`config.mk`:
```
export PLATFORM = sky130hd
export DESIGN_NAME = pipe_ctrl
export DESIGN_NICKNAME = d
export VERILOG_FILES = /design/src/rtl/pipe_ctrl.sv
export SDC_FILE = /design/constraint.sdc
export NUM_CORES = 1
export LEC_CHECK = 0
export ABC_CLOCK_PERIOD_IN_PS = 4800
export CAP_MARGIN = 30
export CORE_MARGIN = 2
export CORE_UTILIZATION = 45
export CTS_CLUSTER_DIAMETER = 40
export CTS_CLUSTER_SIZE = 16
export DETAILED_ROUTE_END_ITERATION = 16
export PLACE_DENSITY = 0.83
export REMOVE_ABC_BUFFERS = 1
export SLEW_MARGIN = 20
export SYNTH_ARGS = -nofsm -noshare
export SYNTH_HDL_FRONTEND = slang
export SYNTH_SLANG_ARGS = --single-unit
```
`constraint.sdc`:
```
create_clock -name clk -period 4.8 [get_ports clk]
set_clock_uncertainty 0.2 [all_clocks]
set_input_delay 0.48 -clock clk [delete_from_list [all_inputs] [get_ports clk]]
set_output_delay 0.48 -clock clk [all_outputs]
set_load 0.02 [all_outputs]
```
`src/rtl/pipe_ctrl.sv`:
```
// pipe_ctrl -- hazard and stall sequencer for the 5-stage MINA pipeline.
//
// Resolves the cases forwarding cannot: load-use hazards, data-memory wait
// states and EX-stage taken-branch redirects. A wait counter detects a hung
// data access and latches a sticky fault that only rst clears.
//
// Parameters:
//   MEM_TIMEOUT  consecutive wait cycles that trigger FAULT (2..255)
//   CNT_W        wait counter width, 2**CNT_W > MEM_TIMEOUT
//
// Ports:
//   clk, rst                      clock (rising edge), async active-high reset
//   ra/rb_addr_if_id, ra/rb_used  sources of the instruction in ID
//   rd_addr_id_ex, load_id_ex     destination / load flag of the instruction in EX
//   branch_taken_ex               EX resolved a taken branch or jump
//   dmem_req, dmem_ack            MEM-stage data access handshake
//   stall_*, flush_if_id, bubble_* pipeline register controls
//   mem_fault                     sticky memory-timeout fault
//   state_o                       FSM state (RUN=0, MEM_WAIT=1, FAULT=2)
//   perf_stall_cycles, perf_flushes  only with PIPE_CTRL_PERF_EN defined
//
// Optional feature macro: PIPE_CTRL_PERF_EN (adds the performance counters).
module pipe_ctrl #(
    parameter int MEM_TIMEOUT = 64,
    parameter int CNT_W       = 8
) (
    input  logic        clk,
    input  logic        rst,
    input  logic [4:0]  ra_addr_if_id,
    input  logic [4:0]  rb_addr_if_id,
    input  logic        ra_used_if_id,
    input  logic        rb_used_if_id,
    input  logic [4:0]  rd_addr_id_ex,
    input  logic        load_id_ex,
    input  logic        branch_taken_ex,
    input  logic        dmem_req,
    input  logic        dmem_ack,
    output logic        stall_pc,
    output logic        stall_if_id,
    output logic        flush_if_id,
    output logic        stall_id_ex,
    output logic        bubble_id_ex,
    output logic        stall_ex_mem,
    output logic        bubble_mem_wb,
    output logic        mem_fault,
`ifdef PIPE_CTRL_PERF_EN
    output logic [31:0] perf_stall_cycles,
    output logic [31:0] perf_flushes,
`endif
    output logic [1:0]  state_o
);

    typedef enum logic [1:0] {
        S_RUN   = 2'd0,
        S_WAIT  = 2'd1,
        S_FAULT = 2'd2
    } state_t;

    // The cycle that brings the count up to MEM_TIMEOUT is the one that faults.
    localparam logic [CNT_W-1:0] LAST_OK = CNT_W'(MEM_TIMEOUT - 1);
    localparam logic [CNT_W-1:0] CNT_ONE = CNT_W'(1);

    state_t           state_q;
    logic [CNT_W-1:0] cnt_q;

    logic mem_wait;
    logic freeze;
    logic lu_hazard;

    assign mem_wait  = dmem_req & ~dmem_ack;
    assign freeze    = mem_wait | (state_q == S_FAULT);
    assign lu_hazard = load_id_ex &
                       ((ra_used_if_id & (ra_addr_if_id == rd_addr_id_ex)) |
                        (rb_used_if_id & (rb_addr_if_id == rd_addr_id_ex)));

    always_ff @(posedge clk or posedge rst) begin
        if (rst) begin
            state_q <= S_RUN;
            cnt_q   <= '0;
        end else begin
            case (state_q)
                S_RUN: begin
                    if (mem_wait) begin
                        state_q <= S_WAIT;
                        cnt_q   <= CNT_ONE;
                    end
                end
                S_WAIT: begin
                    // Ack or a dropped request both end the wait.
                    if (!mem_wait) begin
                        state_q <= S_RUN;
                        cnt_q   <= '0;
                    end else begin
                        if (cnt_q != '1)
                            cnt_q <= cnt_q + CNT_ONE;
                        if (cnt_q == LAST_OK)
                            state_q <= S_FAULT;
                    end
                end
                S_FAULT: begin
                    state_q <= S_FAULT;
                end
                default: begin
                    state_q <= S_RUN;
                    cnt_q   <= '0;
                end
            endcase
        end
    end

    // Priority freeze > branch > load-use; all controls forced low in reset.
    always_comb begin
        stall_pc      = 1'b0;
        stall_if_id   = 1'b0;
        flush_if_id   = 1'b0;
        stall_id_ex   = 1'b0;
        bubble_id_ex  = 1'b0;
        stall_ex_mem  = 1'b0;
        bubble_mem_wb = 1'b0;
        if (!rst) begin
            if (freeze) begin
                // EX is held, so a taken branch simply re-presents later.
                stall_pc      = 1'b1;
                stall_if_id   = 1'b1;
                stall_id_ex   = 1'b1;
                stall_ex_mem  = 1'b1;
                bubble_mem_wb = 1'b1;
            end else if (branch_taken_ex) begin
                // The ID instruction is discarded, so its hazard is moot.
                flush_if_id  = 1'b1;
                bubble_id_ex = 1'b1;
            end else if (lu_hazard) begin
                stall_pc     = 1'b1;
                stall_if_id  = 1'b1;
                bubble_id_ex = 1'b1;
            end
        end
    end

    assign mem_fault = (state_q == S_FAULT);
    assign state_o   = state_q;

`ifdef PIPE_CTRL_PERF_EN
    logic [31:0] perf_stall_q;
    logic [31:0] perf_flush_q;

    always_ff @(posedge clk or posedge rst) begin
        if (rst) begin
            perf_stall_q <= '0;
            perf_flush_q <= '0;
        end else begin
            if (stall_pc)
                perf_stall_q <= perf_stall_q + 32'd1;
            if (flush_if_id)
                perf_flush_q <= perf_flush_q + 32'd1;
        end
    end

    assign perf_stall_cycles = perf_stall_q;
    assign perf_flushes      = perf_flush_q;
`endif

endmodule
```
== After elaboration in Yosys (flattened, before gate mapping) ==
Cells that the tools add are included.

* Register bits: 10
* Latch bits: 0
* Bits in writable memories: 0
* ROM bits: 0
* Output and inout bits: 10
* Word-level logic and storage cells: 43
* Memories kept: 0

* Add/subtract/negate cells: 1
* Multipliers: 0
* Div/mod/pow operators: 0
* $lt $le $gt $ge: 0
* Equality and inequality tests: 9
* Shift operators: 0
* Muxes and demuxes: 20
* Bitwise gates (word level): 8
* Reductions and logical operators: 3

{| class="wikitable"
|+ Operators with widths
! operator !! count
|-
| $mux W8 || 3
|-
| $pmux W8 S3 || 1
|-
| $mux W1 || 12
|-
| $eq A5 B5 Y1 || 2
|-
| $add A8 B1 Y8 const B || 1
|-
| $eq A8 B6 Y1 const B || 1
|-
| $ne A8 B8 Y1 const B || 1
|-
| $mux W2 || 3
|-
| $ne A3 B3 Y1 const B || 2
|-
| $pmux W2 S3 || 1
|-
| $and A1 B1 Y1 || 4
|-
| $reduce_and A3 Y1 || 1
|-
| $eq A2 B1 Y1 const B || 1
|-
| $eq A2 B2 Y1 const B || 1
|-
| $logic_not A2 Y1 || 1
|-
| $ne A2 B2 Y1 const B || 1
|-
| $not A1 Y1 || 2
|-
| $or A1 B1 Y1 || 2
|-
| $reduce_and A2 Y1 || 1
|}

== Longest topological paths before layout ==
Gate-level depths: netlist of the first run.

* Depth in word-level cells: 8
* Gate-level depth with buffers: 5

== Least setup slack after synthesis of the first run ==
Ideal clock, no wire load.

* Path type: register to output
* Start point: reg state_q[0] (netlist: state_o[0])
* End point: out stall_pc
* Data arrival time: 1.828 ns
* Path slack: 2.292 ns
* Stages on the path, launching flop included: 6
* Cells stage by stage: dfrtp_1 > nor2b_2 > nor2_1 > nor2_1 > a221o_1 > buf_4

* Longest elaborated chain between the ends: 4

{| class="wikitable"
|+ Ends and longest elaborated chain
! item !! line !! text
|-
| start: declaration || 63 || <nowiki>state_t state_q;</nowiki>
|-
| start signal: assignment || 78 || <nowiki>state_q <= S_RUN;</nowiki>
|-
| start signal: assignment || 84 || <nowiki>state_q <= S_WAIT;</nowiki>
|-
| start signal: assignment || 91 || <nowiki>state_q <= S_RUN;</nowiki>
|-
| $eq A2 B2 Y1 || n/a ||
|-
| named net mem_fault || 45 || <nowiki>output logic mem_fault,</nowiki>
|-
| $or A1 B1 Y1 || 71 || <nowiki>assign freeze = mem_wait | (state_q == S_FAULT);</nowiki>
|-
| $mux W1 || 121 || <nowiki>if (freeze) begin</nowiki>
|-
| $mux W1 || 120 || <nowiki>if (!rst) begin</nowiki>
|-
| end: declaration || 38 || <nowiki>output logic stall_pc,</nowiki>
|}

The timed path passes the listed nets, and every way through them passes these cells.

== Final worst setup path of the first run ==
* Start point: in rd_addr_id_ex[3]
* End point: out bubble_id_ex

* Longest elaborated chain between the ends: 8
* Elaborated cells between the ends (all ways): 10
* Those cells by class: eq/ne (2); mux (4); bitwise (4)

{| class="wikitable"
|+ Ends and longest elaborated chain
! item !! line !! text
|-
| start: declaration || 33 || <nowiki>input logic [4:0] rd_addr_id_ex,</nowiki>
|-
| $eq A5 B5 Y1, on equally long branches || 73, 74 ||
|-
| $and A1 B1 Y1, on equally long branches || 73, 74 ||
|-
| $or A1 B1 Y1 * || 73 || <nowiki>((ra_used_if_id & (ra_addr_if_id == rd_addr_id_ex)) |</nowiki>
|-
| $and A1 B1 Y1 * || 72 || <nowiki>assign lu_hazard = load_id_ex &</nowiki>
|-
| $mux W1 * || 132 || <nowiki>end else if (lu_hazard) begin</nowiki>
|-
| $mux W1 * || 128 || <nowiki>end else if (branch_taken_ex) begin</nowiki>
|-
| $mux W1 * || 121 ||
|-
| $mux W1 * || 120 ||
|-
| end: declaration || 42 || <nowiki>output logic bubble_id_ex,</nowiki>
|}

Every way passes the cells marked *; elsewhere a longest branch is shown, timed or not.

==> impl_metrics.ini, run 1 <==
[sta]
worst_pin_slew_ns = 0.413
finalSetupViolCount = 0
min_period_ns = 3.13
setup_tns_ns = 0
holdWs_ns = 0.387
rsz0062_at_grt = no
hold_viol_final = 0
setup_ws_ns = 1.67
fin_crit_sh = 0.652
fmax_mhz = 320
timing.slew.headroom = 0.722
slew_viol_final = 0

[final_layout]
fillers = 148
multiInputGateArea_um2 = 527
seq_area_um2 = 250
antenna_cells = 0
areaGrowthSynthToFinish_pct = 41.4
final_nets = 143
drive_above_1_share = 0.111

[clock_tree]
h-tree-depth = 1
postCtsSetupBuffers = 0
ctsHoldBuffers = 0
cts_sinks = 10
clock_path_buffers = 2
cts_buffers = 3
cts_root_buf = clkbuf_4
cts_tree = yes
clk_latency_ns = 0.27
clk_pin_slew_worst_paths_ns = 0.06
ctsResizeCount = 0

[critical_path]
critPathCaptureType = primary output
r2r_setup_slack_ns = 3.04
cp_max_fo = 2
cp.arrival_ns = 2.45
worstSetupStartpointType = input port
cp.required_ns = 4.12
r2r_cells = 5
crit_type = in -> out

[synth]
yosysUniqueCellTypes = 38
synth-seq-area-share = 0.304
netlist_area_um2 = 822
synthCells = 86
ys_ff_latch = 10
yosysWarnings = 0
synth.avg_cell_area_um2 = 9.56

[global_routing]
top_usage_layer = met2
antenna_found_initial = 0
grt_use_met1 = 0.219
grt.total_usage = 0.202
grt_max_degree = 11
grt_overflow = 0
grt_pass1_vias = 745
grt_pass1_wl_um = 3020
use_met2 = 0.358
grt_use_met3 = 0.0462

[floorplan]
initial_utilization = 0.476
fp.coreArea_um2 = 1730
num_rows = 15
die_area_um2 = 2180
die_h_um = 46.7
io_pins = 33
die_w_um = 46.7

[placement]
hpwl_um = 1540
gp_congestion = 0.779
dpl_worst_slack_ns = 1.68
numPortBuffers = 32

[detailed_routing]
avgRoutedWirePerCell_um = 13.1
drt-initial-drc-count = 11
routed_wl_um = 1860
antenna_violating_nets_post_route = 0
routed_via_density = 5.42
dr_total_vias = 769
drt-pass1-iter-count = 4
route.detailed.drc = 0

[pwr]
p_leak_nw = 0.482
total_power_mw = 0.212
powerDensity_nw_per_um2 = 182
ir_drop_mv = 0.119

[hold_path]
holdCritPathClass = in -> async

[status]
status = completed

[run]
cap_violations = 0
## kinds of logic after synthesis
kind of cell / Yosys count / synth area share
mux: 1 / 0.0122
xor+xnor: 11 / 0.117
flops: 10 / 0.304
compound gates: 20 / 0.198
fa+ha+maj: 1 / 0.0152
simple gates: 36 / 0.298
buf+inv: 7 / 0.0548
## where the power goes
| group | internal [mW] | switching, mW | leakage (nW) |
|---|---|---|---|
| clock | 0.0290 | 0.0283 | 0.0138 |
| combinational | 0.0349 | 0.0254 | 0.333 |
| sequential | 0.0882 | 0.00600 | 0.135 |
| total | 0.152 | 0.0597 | 0.482 |
## through the flow
stage	util	cells	cell area [µm²]
2_1_floorplan	-	82	788
3_3_place_gp	0.660	139	1140
3_5_place_dp	0.660	139	1140
4_1_cts	0.673	142	1160
5_1_grt	0.673	142	1160
6_report	0.673	142	1160
## synth_stat cells
cell | count | area share
and2_0 | 1 | 0.0076
nor3_1 | 1 | 0.0061
ha_1 | 1 | 0.015
nor3_2 | 1 | 0.012
dfrtp_1 | 10 | 0.30
o221ai_2 | 1 | 0.018
nand2_1 | 6 | 0.027
a21oi_4 | 1 | 0.020
nand2b_1 | 1 | 0.0076
nor2b_1 | 1 | 0.0076
nand4bb_4 | 1 | 0.033
inv_1 | 3 | 0.014
buf_6 | 1 | 0.014
nor2_1 | 7 | 0.032
and3_1 | 5 | 0.038
o311ai_1 | 1 | 0.011
o211ai_2 | 1 | 0.015
and2_1 | 2 | 0.015
xor2_1 | 6 | 0.064
nor3b_2 | 1 | 0.015
nor3_4 | 1 | 0.020
nand4_1 | 2 | 0.015
nand3_1 | 1 | 0.0061
o21a_1 | 3 | 0.027
mux2i_1 | 1 | 0.012
a21oi_1 | 7 | 0.043
xnor2_1 | 5 | 0.053
nand3_4 | 1 | 0.021
or3_1 | 2 | 0.015
nor4_1 | 1 | 0.0076
o211ai_1 | 1 | 0.0091
o22ai_1 | 1 | 0.0076
nor2b_2 | 1 | 0.011
a211o_1 | 1 | 0.011
a21o_1 | 1 | 0.0091
a221o_1 | 1 | 0.012
o22ai_2 | 1 | 0.015
buf_4 | 3 | 0.027
## path summary, 6_finish.rpt
path                                  start           end
max reg2reg                        cnt_q[0]      cnt_q[1]
min in group clk                   cnt_q[4]      cnt_q[4]
min reg2reg                        cnt_q[4]      cnt_q[4]
min                                     rst      cnt_q[7]
max                        rd_addr_id_ex[3]  bubble_id_ex
max in group asynchronous               rst      cnt_q[1]
## layout make-up
class | instances | share of cell area
Inverter | 3 | 0.00969
Sequential cell | 10 | 0.215
Timing Repair Buffer | 32 | 0.276
Multi-Input combinational cell | 69 | 0.453
Tap cell | 25 | 0.0269
Clock buffer | 3 | 0.0194
## routing by layer
layer	vias up	routed length (µm)
li1	373	-
met1	355	734
met2	36	927
met3	5	150
met4	0	48
met5	-	0
## registers in the layout (all words and copies together) (netlist names)
name	count
state_o	2
cnt_q	8
## cell usage in the layout, fill, tap and decap left out, drive strengths merged
master and n:
a211o 1, a21o 1, a21oi 8, a221o 1
and2 3, and3 5, clkbuf 3, clkdlybuf4s50 32
dfrtp 10, ha 1, inv 3, mux2i 1
nand2 6, nand2b 1, nand3 2, nand4 2
nand4bb 1, nor2 7, nor2b 2, nor3 3
nor3b 1, nor4 1, o211ai 2, o21a 3
o221ai 1, o22ai 2, o311ai 1, or3 2
xnor2 5, xor2 6
## critical path, stage by stage
cell             delay [ns]
clkdlybuf4s50_1        0.45
xor2_1                 0.18
nor4_1                 0.42
and3_1                 0.22
a211o_1                0.10
clkdlybuf4s50_1        0.60
No activity file was read; power rests on OpenSTA's default activity.
==> run 2, diff against run 1 <==
Settings changed: ABC_CLOCK_PERIOD_IN_PS 4800 to 3200, CORE_UTILIZATION 45 to 42, PLACE_DENSITY 0.83 to 0.78.
Clock period 4.8 ns to 3.2 ns, I/O delays scaled along.
==> impl_metrics.ini, run 2 (synthesized netlist as in run 1, its figures left out) <==
[clock_tree]
clk_pin_slew_worst_paths_ns = 0.06
ctsResizeCount = 0
cts_tree = yes
clk_latency_ns = 0.26
postCtsSetupBuffers = 0
ctsHoldBuffers = 0
cts_sinks = 10
cts_root_buf = clkbuf_4
h-tree-depth = 1
clock_path_buffers = 2
cts_buffers = 3

[final_layout]
final_core_util = 0.613
mostFrequentLayoutCells = clkdlybuf4s50_1 (32), dfrtp_1 (10), nor2_1 (7), a21oi_1 (7)
largest_reg_flops = 8
areaGrowthSynthToFinish_pct = 41.7
regMostFlops = cnt_q
final_common_cell = clkdlybuf4s50_1
instances_no_fill = 144
final_nets = 143
fillers = 175
drive_above_1_share = 0.111
antenna_cells = 0

[detailed_routing]
drt-pass1-iter-count = 4
avgRoutedWirePerCell_um = 12.4
routed_wl_um = 1780
drt-initial-drc-count = 27
antenna_violating_nets_post_route = 0
route.detailed.drc = 0
dr_total_vias = 751
routed_via_density = 5.22

[critical_path]
timing.rr.start = cnt_q[0]
critPathCaptureType = primary output
cp.required_ns = 2.68
cp.arrival_ns = 2.29
crit_type = in -> out
cp-startpoint = rd_addr_id_ex[3]
worstSetupStartpointType = input port
r2r_setup_slack_ns = 1.46
cp_max_fo = 2

[pwr]
ir_drop_mv = 0.121
total_power_mw = 0.314
powerDensity_nw_per_um2 = 269
p_leak_nw = 0.482

[sta]
rsz0062_at_grt = no
min_period_ns = 2.81
slew_viol_final = 0
timing.slew.headroom = 0.729
hold_viol_final = 0
fmax_mhz = 356
finalSetupViolCount = 0
fin_crit_sh = 0.878
setup_tns_ns = 0
worst_pin_slew_ns = 0.403

[placement]
place_inst = 141
gp_congestion = 0.803
hpwl_um = 1530
numPortBuffers = 32

[global_routing]
grt_overflow = 0
grt_pass1_vias = 667
grt_max_degree = 11
antenna_found_initial = 0
grt_pass1_wl_um = 2790
grt.total_usage = 0.176

[run]
cap_violations = 0

[floorplan]
io_pins = 33
num_rows = 16
initial_utilization = 0.432
die_h_um = 48.2
die_w_um = 48.2
fp.coreArea_um2 = 1900
die_area_um2 = 2330

[status]
status = completed

[hold_path]
holdCritPathClass = in -> async
==> run 2: critical path, stage by stage <==
cell and delay [ns]:
clkdlybuf4s50_1 0.45, xor2_1 0.18, nor4_1 0.41, and3_1 0.22
a211o_1 0.09, clkdlybuf4s50_1 0.61
==> run 2: worst paths after layout <==
check	to	cells after the start
worst max-delay path	bubble_id_ex	6
worst max register to register	cnt_q[1]	5
min in group clk	cnt_q[4]	2
max in group asynchronous	cnt_q[1]	2
worst min-delay path	cnt_q[5]	2
worst min register to register	cnt_q[4]	2
==> run 2: area by class of cell <==
class	instances	area, µm²	share of cell area
clock buffers	3	22.5	0.0193
inverters	3	11.3	0.00967
well taps	27	33.8	0.0290
multi-input cells	69	527	0.452
flip-flops and latches	10	250	0.215
repair buffers	32	320	0.275
==> run 2: where the power goes <==
part	leakage, nW	internal, mW	switching, mW	total, mW
Clock	0.0138	0.0432	0.0388	0.0821
Combinational	0.333	0.0523	0.0382	0.0905
Sequential	0.135	0.132	0.00860	0.141
Total	0.482	0.228	0.0856	0.314
==> run 2: per-layer routing <==
| layer | vias to the layer above | wire length, µm | global-route usage |
|---|---|---|---|
| met5 | - | 0 | 0 |
| met4 | 0 | 30 | 0.114 |
| met3 | 4 | 105 | 0.0333 |
| met2 | 31 | 927 | 0.282 |
| met1 | 346 | 719 | 0.214 |
| li1 | 370 | - | - |
==> run 2: per-stage QoR <==
step / hold slack (ns) / worst slack, ns / instance area (µm²)
2_1_floorplan: -0.0398 / 0.459 / 788
3_3_place_gp: 0.374 / 0.417 / 1140
3_5_place_dp: 0.376 / 0.388 / 1140
4_1_cts: 0.278 / 0.364 / 1160
5_1_grt: 0.296 / 0.254 / 1160
6_report: 0.257 / 0.391 / 1160
